[src/rtl/mmio_ctrl.sv]
// Memory-mapped I/O decoder: RAM pass-through, output registers, synchronised inputs, edge IRQ, counter, error flag.
// Reads return two edges after the request edge with a one-cycle rd_valid; no backpressure, one access per cycle.
module mmio_ctrl #(
    parameter int                ADDR_W   = 9,
    parameter int                DATA_W   = 16,
    parameter int                NUM_OUT  = 2,
    parameter int                NUM_IN   = 2,
    parameter int                OUT_W    = 8,
    parameter int                IN_W     = 8,
    parameter logic [ADDR_W-1:0] BASE_OUT = 9'h100,
    parameter logic [ADDR_W-1:0] BASE_IN  = 9'h140
) (
    input  logic                      clk,
    input  logic                      reset_n,
    input  logic [1:0]                mem_cmd,
    input  logic [ADDR_W-1:0]         mem_addr,
    input  logic [DATA_W-1:0]         write_data,
    output logic [DATA_W-1:0]         read_data,
    output logic                      rd_valid,
    output logic [7:0]                ram_addr,
    output logic [DATA_W-1:0]         ram_din,
    output logic                      ram_write,
    input  logic [DATA_W-1:0]         ram_dout,
    input  logic [NUM_IN*IN_W-1:0]    sw_in,
    output logic [NUM_OUT*OUT_W-1:0]  out_regs,
    output logic                      edge_irq,
    output logic                      bus_err
);

    localparam logic [ADDR_W-1:0] A_EDGE = BASE_IN + ADDR_W'(32'h20);
    localparam logic [ADDR_W-1:0] A_CNT  = BASE_IN + ADDR_W'(32'h21);
    localparam logic [ADDR_W-1:0] A_ERR  = BASE_IN + ADDR_W'(32'h22);

    logic                     w_rd;
    logic                     w_wr;
    logic                     w_hi;
    logic [ADDR_W-1:0]        w_off_out;
    logic [ADDR_W-1:0]        w_off_in;
    logic                     w_sel_ram;
    logic                     w_sel_out;
    logic                     w_sel_in;
    logic                     w_sel_edge;
    logic                     w_sel_cnt;
    logic                     w_sel_err;
    logic                     w_unmapped;
    logic [DATA_W-1:0]        w_rd_val;
    logic [NUM_IN-1:0]        w_chg;
    logic [NUM_IN-1:0]        w_edge_clr;

    logic [NUM_OUT*OUT_W-1:0] r_out;
    logic [NUM_IN*IN_W-1:0]   r_sync1;
    logic [NUM_IN*IN_W-1:0]   r_sync2;
    logic [NUM_IN*IN_W-1:0]   r_hist;
    logic [NUM_IN-1:0]        r_edge;
    logic                     r_irq;
    logic [15:0]              r_cnt;
    logic                     r_bus_err;
    logic                     r_p_vld;
    logic                     r_p_ram;
    logic [DATA_W-1:0]        r_p_dat;
    logic                     r_rd_vld;
    logic [DATA_W-1:0]        r_rd_dat;

    assign w_rd       = (mem_cmd == 2'b10);
    assign w_wr       = (mem_cmd == 2'b11);
    assign w_hi       = mem_addr[8];
    assign w_off_out  = mem_addr - BASE_OUT;
    assign w_off_in   = mem_addr - BASE_IN;
    assign w_sel_ram  = !w_hi;
    assign w_sel_out  = w_hi && (w_off_out < ADDR_W'(NUM_OUT));
    assign w_sel_in   = w_hi && (w_off_in < ADDR_W'(NUM_IN));
    assign w_sel_edge = (mem_addr == A_EDGE);
    assign w_sel_cnt  = (mem_addr == A_CNT);
    assign w_sel_err  = (mem_addr == A_ERR);
    assign w_unmapped = w_hi && !(w_sel_out || w_sel_in || w_sel_edge || w_sel_cnt || w_sel_err);

    assign ram_addr   = mem_addr[7:0];
    assign ram_din    = write_data;
    assign ram_write  = w_wr && w_sel_ram;

    assign w_edge_clr = (w_wr && w_sel_edge) ? write_data[NUM_IN-1:0] : '0;

    always_comb begin
        w_rd_val = '0;
        if (w_sel_out) begin
            for (int i = 0; i < NUM_OUT; i++) begin
                if (w_off_out == ADDR_W'(i)) begin
                    w_rd_val = DATA_W'(r_out[i*OUT_W +: OUT_W]);
                end
            end
        end else if (w_sel_in) begin
            for (int i = 0; i < NUM_IN; i++) begin
                if (w_off_in == ADDR_W'(i)) begin
                    w_rd_val = DATA_W'(r_sync2[i*IN_W +: IN_W]);
                end
            end
        end else if (w_sel_edge) begin
            w_rd_val = DATA_W'(r_edge);
        end else if (w_sel_cnt) begin
            w_rd_val = DATA_W'(r_cnt);
        end else if (w_sel_err) begin
            w_rd_val = DATA_W'(r_bus_err);
        end
    end

    // A channel has changed when the synchronised value differs from last cycle's.
    always_comb begin
        w_chg = '0;
        for (int i = 0; i < NUM_IN; i++) begin
            w_chg[i] = (r_sync2[i*IN_W +: IN_W] != r_hist[i*IN_W +: IN_W]);
        end
    end

    always_ff @(posedge clk or negedge reset_n) begin
        if (!reset_n) begin
            r_out <= '0;
        end else if (w_wr && w_sel_out) begin
            for (int i = 0; i < NUM_OUT; i++) begin
                if (w_off_out == ADDR_W'(i)) begin
                    r_out[i*OUT_W +: OUT_W] <= write_data[OUT_W-1:0];
                end
            end
        end
    end

    always_ff @(posedge clk or negedge reset_n) begin
        if (!reset_n) begin
            r_sync1 <= '0;
            r_sync2 <= '0;
            r_hist  <= '0;
            r_edge  <= '0;
            r_irq   <= 1'b0;
        end else begin
            r_sync1 <= sw_in;
            r_sync2 <= r_sync1;
            r_hist  <= r_sync2;
            r_edge  <= (r_edge & ~w_edge_clr) | w_chg;
            r_irq   <= |r_edge;
        end
    end

    always_ff @(posedge clk or negedge reset_n) begin
        if (!reset_n) begin
            r_cnt <= '0;
        end else if (w_wr && w_sel_cnt) begin
            r_cnt <= 16'(write_data);
        end else begin
            r_cnt <= r_cnt + 16'd1;
        end
    end

    // A clearing write to ERR beats an error raised in the same cycle.
    always_ff @(posedge clk or negedge reset_n) begin
        if (!reset_n) begin
            r_bus_err <= 1'b0;
        end else if (w_wr && w_sel_err) begin
            r_bus_err <= 1'b0;
        end else if ((w_rd || w_wr) && w_unmapped) begin
            r_bus_err <= 1'b1;
        end
    end

    // First stage captures selection and I/O value; second stage lines up with RAM read data.
    always_ff @(posedge clk or negedge reset_n) begin
        if (!reset_n) begin
            r_p_vld  <= 1'b0;
            r_p_ram  <= 1'b0;
            r_p_dat  <= '0;
            r_rd_vld <= 1'b0;
            r_rd_dat <= '0;
        end else begin
            r_p_vld  <= w_rd;
            r_p_ram  <= w_rd && w_sel_ram;
            r_p_dat  <= w_rd ? w_rd_val : '0;
            r_rd_vld <= r_p_vld;
            r_rd_dat <= r_p_vld ? (r_p_ram ? ram_dout : r_p_dat) : '0;
        end
    end

    assign out_regs  = r_out;
    assign edge_irq  = r_irq;
    assign bus_err   = r_bus_err;
    assign rd_valid  = r_rd_vld;
    assign read_data = r_rd_dat;

endmodule

[config.mk]
export PLATFORM = sky130hd
export DESIGN_NAME = mmio_ctrl
export DESIGN_NICKNAME = d
export VERILOG_FILES = /design/src/rtl/mmio_ctrl.sv
export SDC_FILE = /design/constraint.sdc
export NUM_CORES = 1
export LEC_CHECK = 0
export ABC_AREA = 1
export CAP_MARGIN = 20
export CORE_MARGIN = 4
export CORE_UTILIZATION = 55
export DETAILED_ROUTE_END_ITERATION = 10
export DONT_BUFFER_PORTS = 1
export HOLD_SLACK_MARGIN = 0.12
export MAX_ROUTING_LAYER = met4
export PLACE_DENSITY = 0.73
export SETUP_SLACK_MARGIN = 0.3
export SLEW_MARGIN = 5
export SYNTH_ARGS = -nofsm -noshare
export SYNTH_HDL_FRONTEND = slang
export SYNTH_SLANG_ARGS = --single-unit
[constraint.sdc]
create_clock -name clk -period 1.3 [get_ports clk]
set_input_delay 0.13 -clock clk [delete_from_list [all_inputs] [get_ports clk]]
set_output_delay 0.13 -clock clk [all_outputs]
set_load 0.005 [all_outputs]
After elaboration in Yosys (flattened, before gate mapping)
Cells that the tools add are included.
{ "word_totals": {"reg_bits": 119, "wordCells": 70} }
{ "classes": {"bitwise": 3, "eq_ne": 9, "addsub": 3, "reduce_logical": 23, "muxes": 16, "order_cmp": 2} }
{ "ops": {"columns": ["cell", "count"], "rows": [
  ["$mux 16", 9],
  ["$eq 9x9->1 const B", 3],
  ["$mux 8", 3],
  ["$eq 9x1->1 const B", 2],
  ["$logic_not 9->1", 2],
  ["$lt 9x2->1 const B", 2],
  ["$sub 9x9->9 const B", 2],
  ["$add 16x1->16 const B", 1],
  ["$ne 8x8->1", 2],
  ["$logic_and 1x1->1", 10],
  ["$logic_or 1x1->1", 5],
  ["$eq 2x2->1 const B", 2],
  ["$reduce_and 2->1", 2],
  ["$mux 1", 3],
  ["$and 2x2->2", 1],
  ["$logic_not 1->1", 2],
  ["$mux 2", 1],
  ["$not 2->2", 1],
  ["$or 2x2->2", 1],
  ["$reduce_bool 2->1", 1],
  ["$reduce_or 2->1", 1]
]} }

Longest topological paths before layout
Gate-level depths: netlist (run 1).
{ "logic_depth": {"ltp_word": 12, "depth_mapped": 11, "ltp_nobuf": 11} }

Worst setup path before layout (run 1)
No wires, ideal clock.
{ "synth_timing": {"path_type": "reg2reg", "from": "reg r_cnt[0]", "to": "reg r_cnt[12]", "setup_time_ps": 118, "arrival_ps": 1236, "setup_slack_ps": -54, "t_required_ps": 1182, "path_buffers": 0, "stages_incl_launch_ff": 9, "period_less_slack_ps": 1354, "path_cell_list": "dfrtp_1 > ha_1 > nand2_1 > nor2_1 > nand4_1 > nor2_1 > nand2_1 > nand3_1 > nand2_1"} }
{ "synth_between": {"elab_chain_len": 2} }
{ "synth_rtl": {"columns": ["item", "line_no", "rtl"], "rows": [
  ["from (decl)", "56", "logic [15:0] r_cnt;"],
  ["from (signal assigned)", "146", "r_cnt <= 16'(write_data);"],
  ["from (signal assigned)", "148", "r_cnt <= r_cnt + 16'd1;"],
  ["$add 16x1->16", "148", null],
  ["$mux 16", "145", "end else if (w_wr && w_sel_cnt) begin"]
]} }
No other way between the ends.
A chain may end at the register's enable or synchronous reset.

Worst setup path in the final report (run 1)
{ "layout_timing": {"from": "reg r_cnt[1]", "to": "reg r_cnt[12]"} }
Same word-level chain as after synthesis.

==> impl_metrics.toml, run 1 <==
[placement]
hpwl_um = 8471
routabilityCongestion = 0.8954
port_buffers = 0
post-place-ws_ps = -133.7
placed_area_mm2 = 0.005629

[worst_setup_path]
endpoint_kind = "flip-flop"
crit_path_start = "r_cnt[1]"
r2r_slack_ps = -30
cp_data_arrival_time_ps = 1720
worstRegToRegCells = 8
critPathMostFrequentCell = "nand2_1"
path_cells = "ha_2 -> nand2_4 -> nor2_4 -> nand4_1 -> nor2_1 -> nand2_1 -> nand3_1 -> nand2_1"
path_max_fanout = 4
start_kind = "flip-flop"
critPathKind = "flip-flop to flip-flop"
cp.required_ps = 1700
max_stage_delay_ps = 380
critPathSlowestCell = "dfrtp_1"
reg2reg_from = "r_cnt[1]"

[power]
power.density_mw_per_mm2 = 1510
power_switching_uw = 2791
swShare_pct = 25.88
total_power_uw = 10780
irDropWorstVdd_mv = 0.8719
leakagePower_uw = 0.003426
clockPowerShare_pct = 46.6
seqPwrFrac_pct = 38.6
internal-power_uw = 7993
combPwrFrac_pct = 14.8

[die]
coreArea_mm2 = 0.009328
die_area_mm2 = 0.01128
die_w_um = 106.2
num_rows = 35
ios = 121
start_util_pct = 56.87
die_h_um = 106.2

[logic_synthesis]
synth_fa_ha_area_share_pct = 0.9434
yosysSeqAreaShare_pct = 56.13
post-synth-top-area-cell = "dfrtp_1"
synth_top_family_by_area = "simple AND/OR/NAND/NOR gates"
synth_cell_types = 35
syn_area_mm2 = 0.005305
synth_edf_count = 0
syn-instance-count = 575
synth.most_common_cell = "nand2_1"
synth_xor_area_share_pct = 2.972
syn_nets = 640
ys_warn_count = 0
muxShareOfSynthArea_pct = 0
synth_top_area_share_pct = 56.13
yosys_most_used_dff = "dfrtp_1"
syn_area_per_cell_um2 = 9.226
ys_top_cells_by_count = "127 x nand2_1, 119 x dfrtp_1, 75 x nor2_1"
ys_ff_latch = 119
ys_top_cells_by_area = "dfrtp_1 56%, nand2_1 9.0%, nor2_1 5.3%, nand3_1 4.4%, buf_4 3.5%"
synth-async-reset-ratio_pct = 100.0
synth_compound_area_share_pct = 6.651
synthSimpleGateAreaFrac_pct = 25.33

[grt]
grt_pass1_wl_um = 21200
grt_max_degree = 120
grt_pass1_vias = 4187
gr-total-overflow = 0
antenna_found_initial = 0
grt_usage_pct = 25.01

[routing]
vias_per_cell = 5.204
ant_nets = 0
drt-total-wl_um = 12960
drt-initial-drc-count = 245
wl_per_cell_um = 16.13
drc_errors = 0
drtPass1Iterations = 4
vias = 4179

[timing]
fin_crit_sh_pct = 102.0
fin_skew_ps = 9.149
final.setup.worst_slack_ps = -26.14
slew_headroom_pct = 71.01
worst_pin_slew_ps = 434.3
rsz0062_at_grt = "true"
report.final.slew_viol_count = 0
fmax_ghz = 0.7541
finalSetupViolCount = 2
fin_crit_ps = 1326
hold_viol = 124
holdWs_ps = -694.9

[clock_tree]
cts_root_buf = "clkbuf_8"
tritoncts = "yes"
cts_htree_levels = 4
cts_buffers = 17
cts.sink_count = 119
clock_latency_ps = 510
clockBufferDepth = 2
path_clk_slew_ps = 60

[final_layout]
design.final.nets = 726
syn2layout_area_growth_pct = 34.65
finish.instance_area_mm2 = 0.007143
layout-drive-gt1-share_pct = 28.19
diodes = 0

[job]
drv_cap = 0

[status]
violations = "negative hold slack, negative setup slack"
status = "finished with violations"

[min_path]
holdCritPathClass = "input port to async pin"
state kept, by name, summed over array words and instances, names as in the netlist:
name and cells:
bus_err 1, edge_irq 1, out_regs 16, r_cnt 16
r_edge 2, r_hist 16, r_p_dat 16, r_p_ram 1
r_p_vld 1, r_sync1 16, r_sync2 16, rd_valid 1
read_data 16
metal layers:
metal  up-vias  GRT usage [%]  share of wire, %
li1       2004              -                 -
met1      1997          32.12                44
met2       153          38.91                48
met3        25          6.557               6.9
met4         0          8.418               1.8
met5         -              -                 0
per-stage QoR:
stage / cells / util [%] / TNS, ps
final: 803 / 76.58 / -34.69
after detailed placement: 696 / 60.35 / -1531
after CTS: 792 / 74.74 / -8.867
after global placement: 696 / 60.35 / -842.6
after floorplan: 575 / - / 0
after global routing: 803 / 76.58 / -594.6
power by group through the flow:
stage | clock (µW) | combinational (µW) | sequential [µW]
finish | 5030 | 1590 | 4170
global route | 5270 | 1730 | 4190
CTS | 5070 | 1470 | 4140
detailed placement | 0 | 992 | 4200
global placement | 0 | 975 | 4190
floorplan | 0 | 670 | 4160
layout make-up:
cell class / instances / area [µm²]
Multi-Input combinational cell: 375 / 2231
Clock buffer: 18 / 427.9
Tap cell: 129 / 161.4
Inverter: 48 / 196.4
Fill cell: 589 / 2185
Clock inverter: 14 / 209.0
Timing Repair Buffer: 100 / 930.9
Sequential cell: 119 / 2987
kinds of logic after synthesis:
kind of cell	after synthesis
buffers and inverters	81
AND/OR/NAND/NOR	297
XOR/XNOR	18
adder cells (fa/ha/maj)	4
flip-flops	119
AO/OA/AOI/OAI	56
placed cells by master, fill, tap and decap left out, types with 5 or more instances in the layout:
master | synthesis | layout
dlygate4sd3_1 | 0 | 49
nor2_1 | 75 | 69
dfrtp_2 | 0 | 7
nor2_4 | 5 | 13
inv_2 | 4 | 7
o21ai_1 | 6 | 25
nand4_1 | 10 | 10
dfrtp_1 | 119 | 112
inv_1 | 43 | 36
o21ai_2 | 17 | 17
buf_4 | 25 | 41
and3_1 | 7 | 7
nand3_2 | 0 | 20
nand2_4 | 1 | 6
nand2_2 | 6 | 12
xnor2_1 | 16 | 11
xnor2_2 | 0 | 5
buf_6 | 3 | 6
o21ai_0 | 27 | 8
clkbuf_16 | 0 | 16
nand3_1 | 47 | 26
nand2_1 | 127 | 116
inv_6 | 0 | 7
repair_timing:
item	CTS	global route
buffers inserted	14	10
gates resized for setup	22	39
setup endpoints to repair	60	101
hold buffers	50	1
hold endpoints to repair	204	147
pin swaps	12	23
critical path: cells and delay by family (launching register included):
kind / cells / cell delay, ps
adders and majority gates: 1 / 220
DFF: 1 / 380
and+or+nand+nor: 7 / 630
worst paths after layout:
kind                                    end
max in group asynchronous          r_cnt[2]
worst min register to register  r_sync2[11]
worst max register to register    r_cnt[12]
worst max-delay path              r_cnt[12]
min in group clk                    bus_err
worst min-delay path             r_hist[12]
(Power assumes the default switching activity.)
==> run 2, diff against run 1 <==
- SLEW_MARGIN: 5 -> 15
==> results of run 2 <==
No change in the layout: final DEF, timing and power equal those of run 1.
==> run 3, diff against run 2 <==
- CAP_MARGIN: 20 -> not set
==> results of run 3 <==
No change in the layout: final DEF, timing and power equal those of run 1.
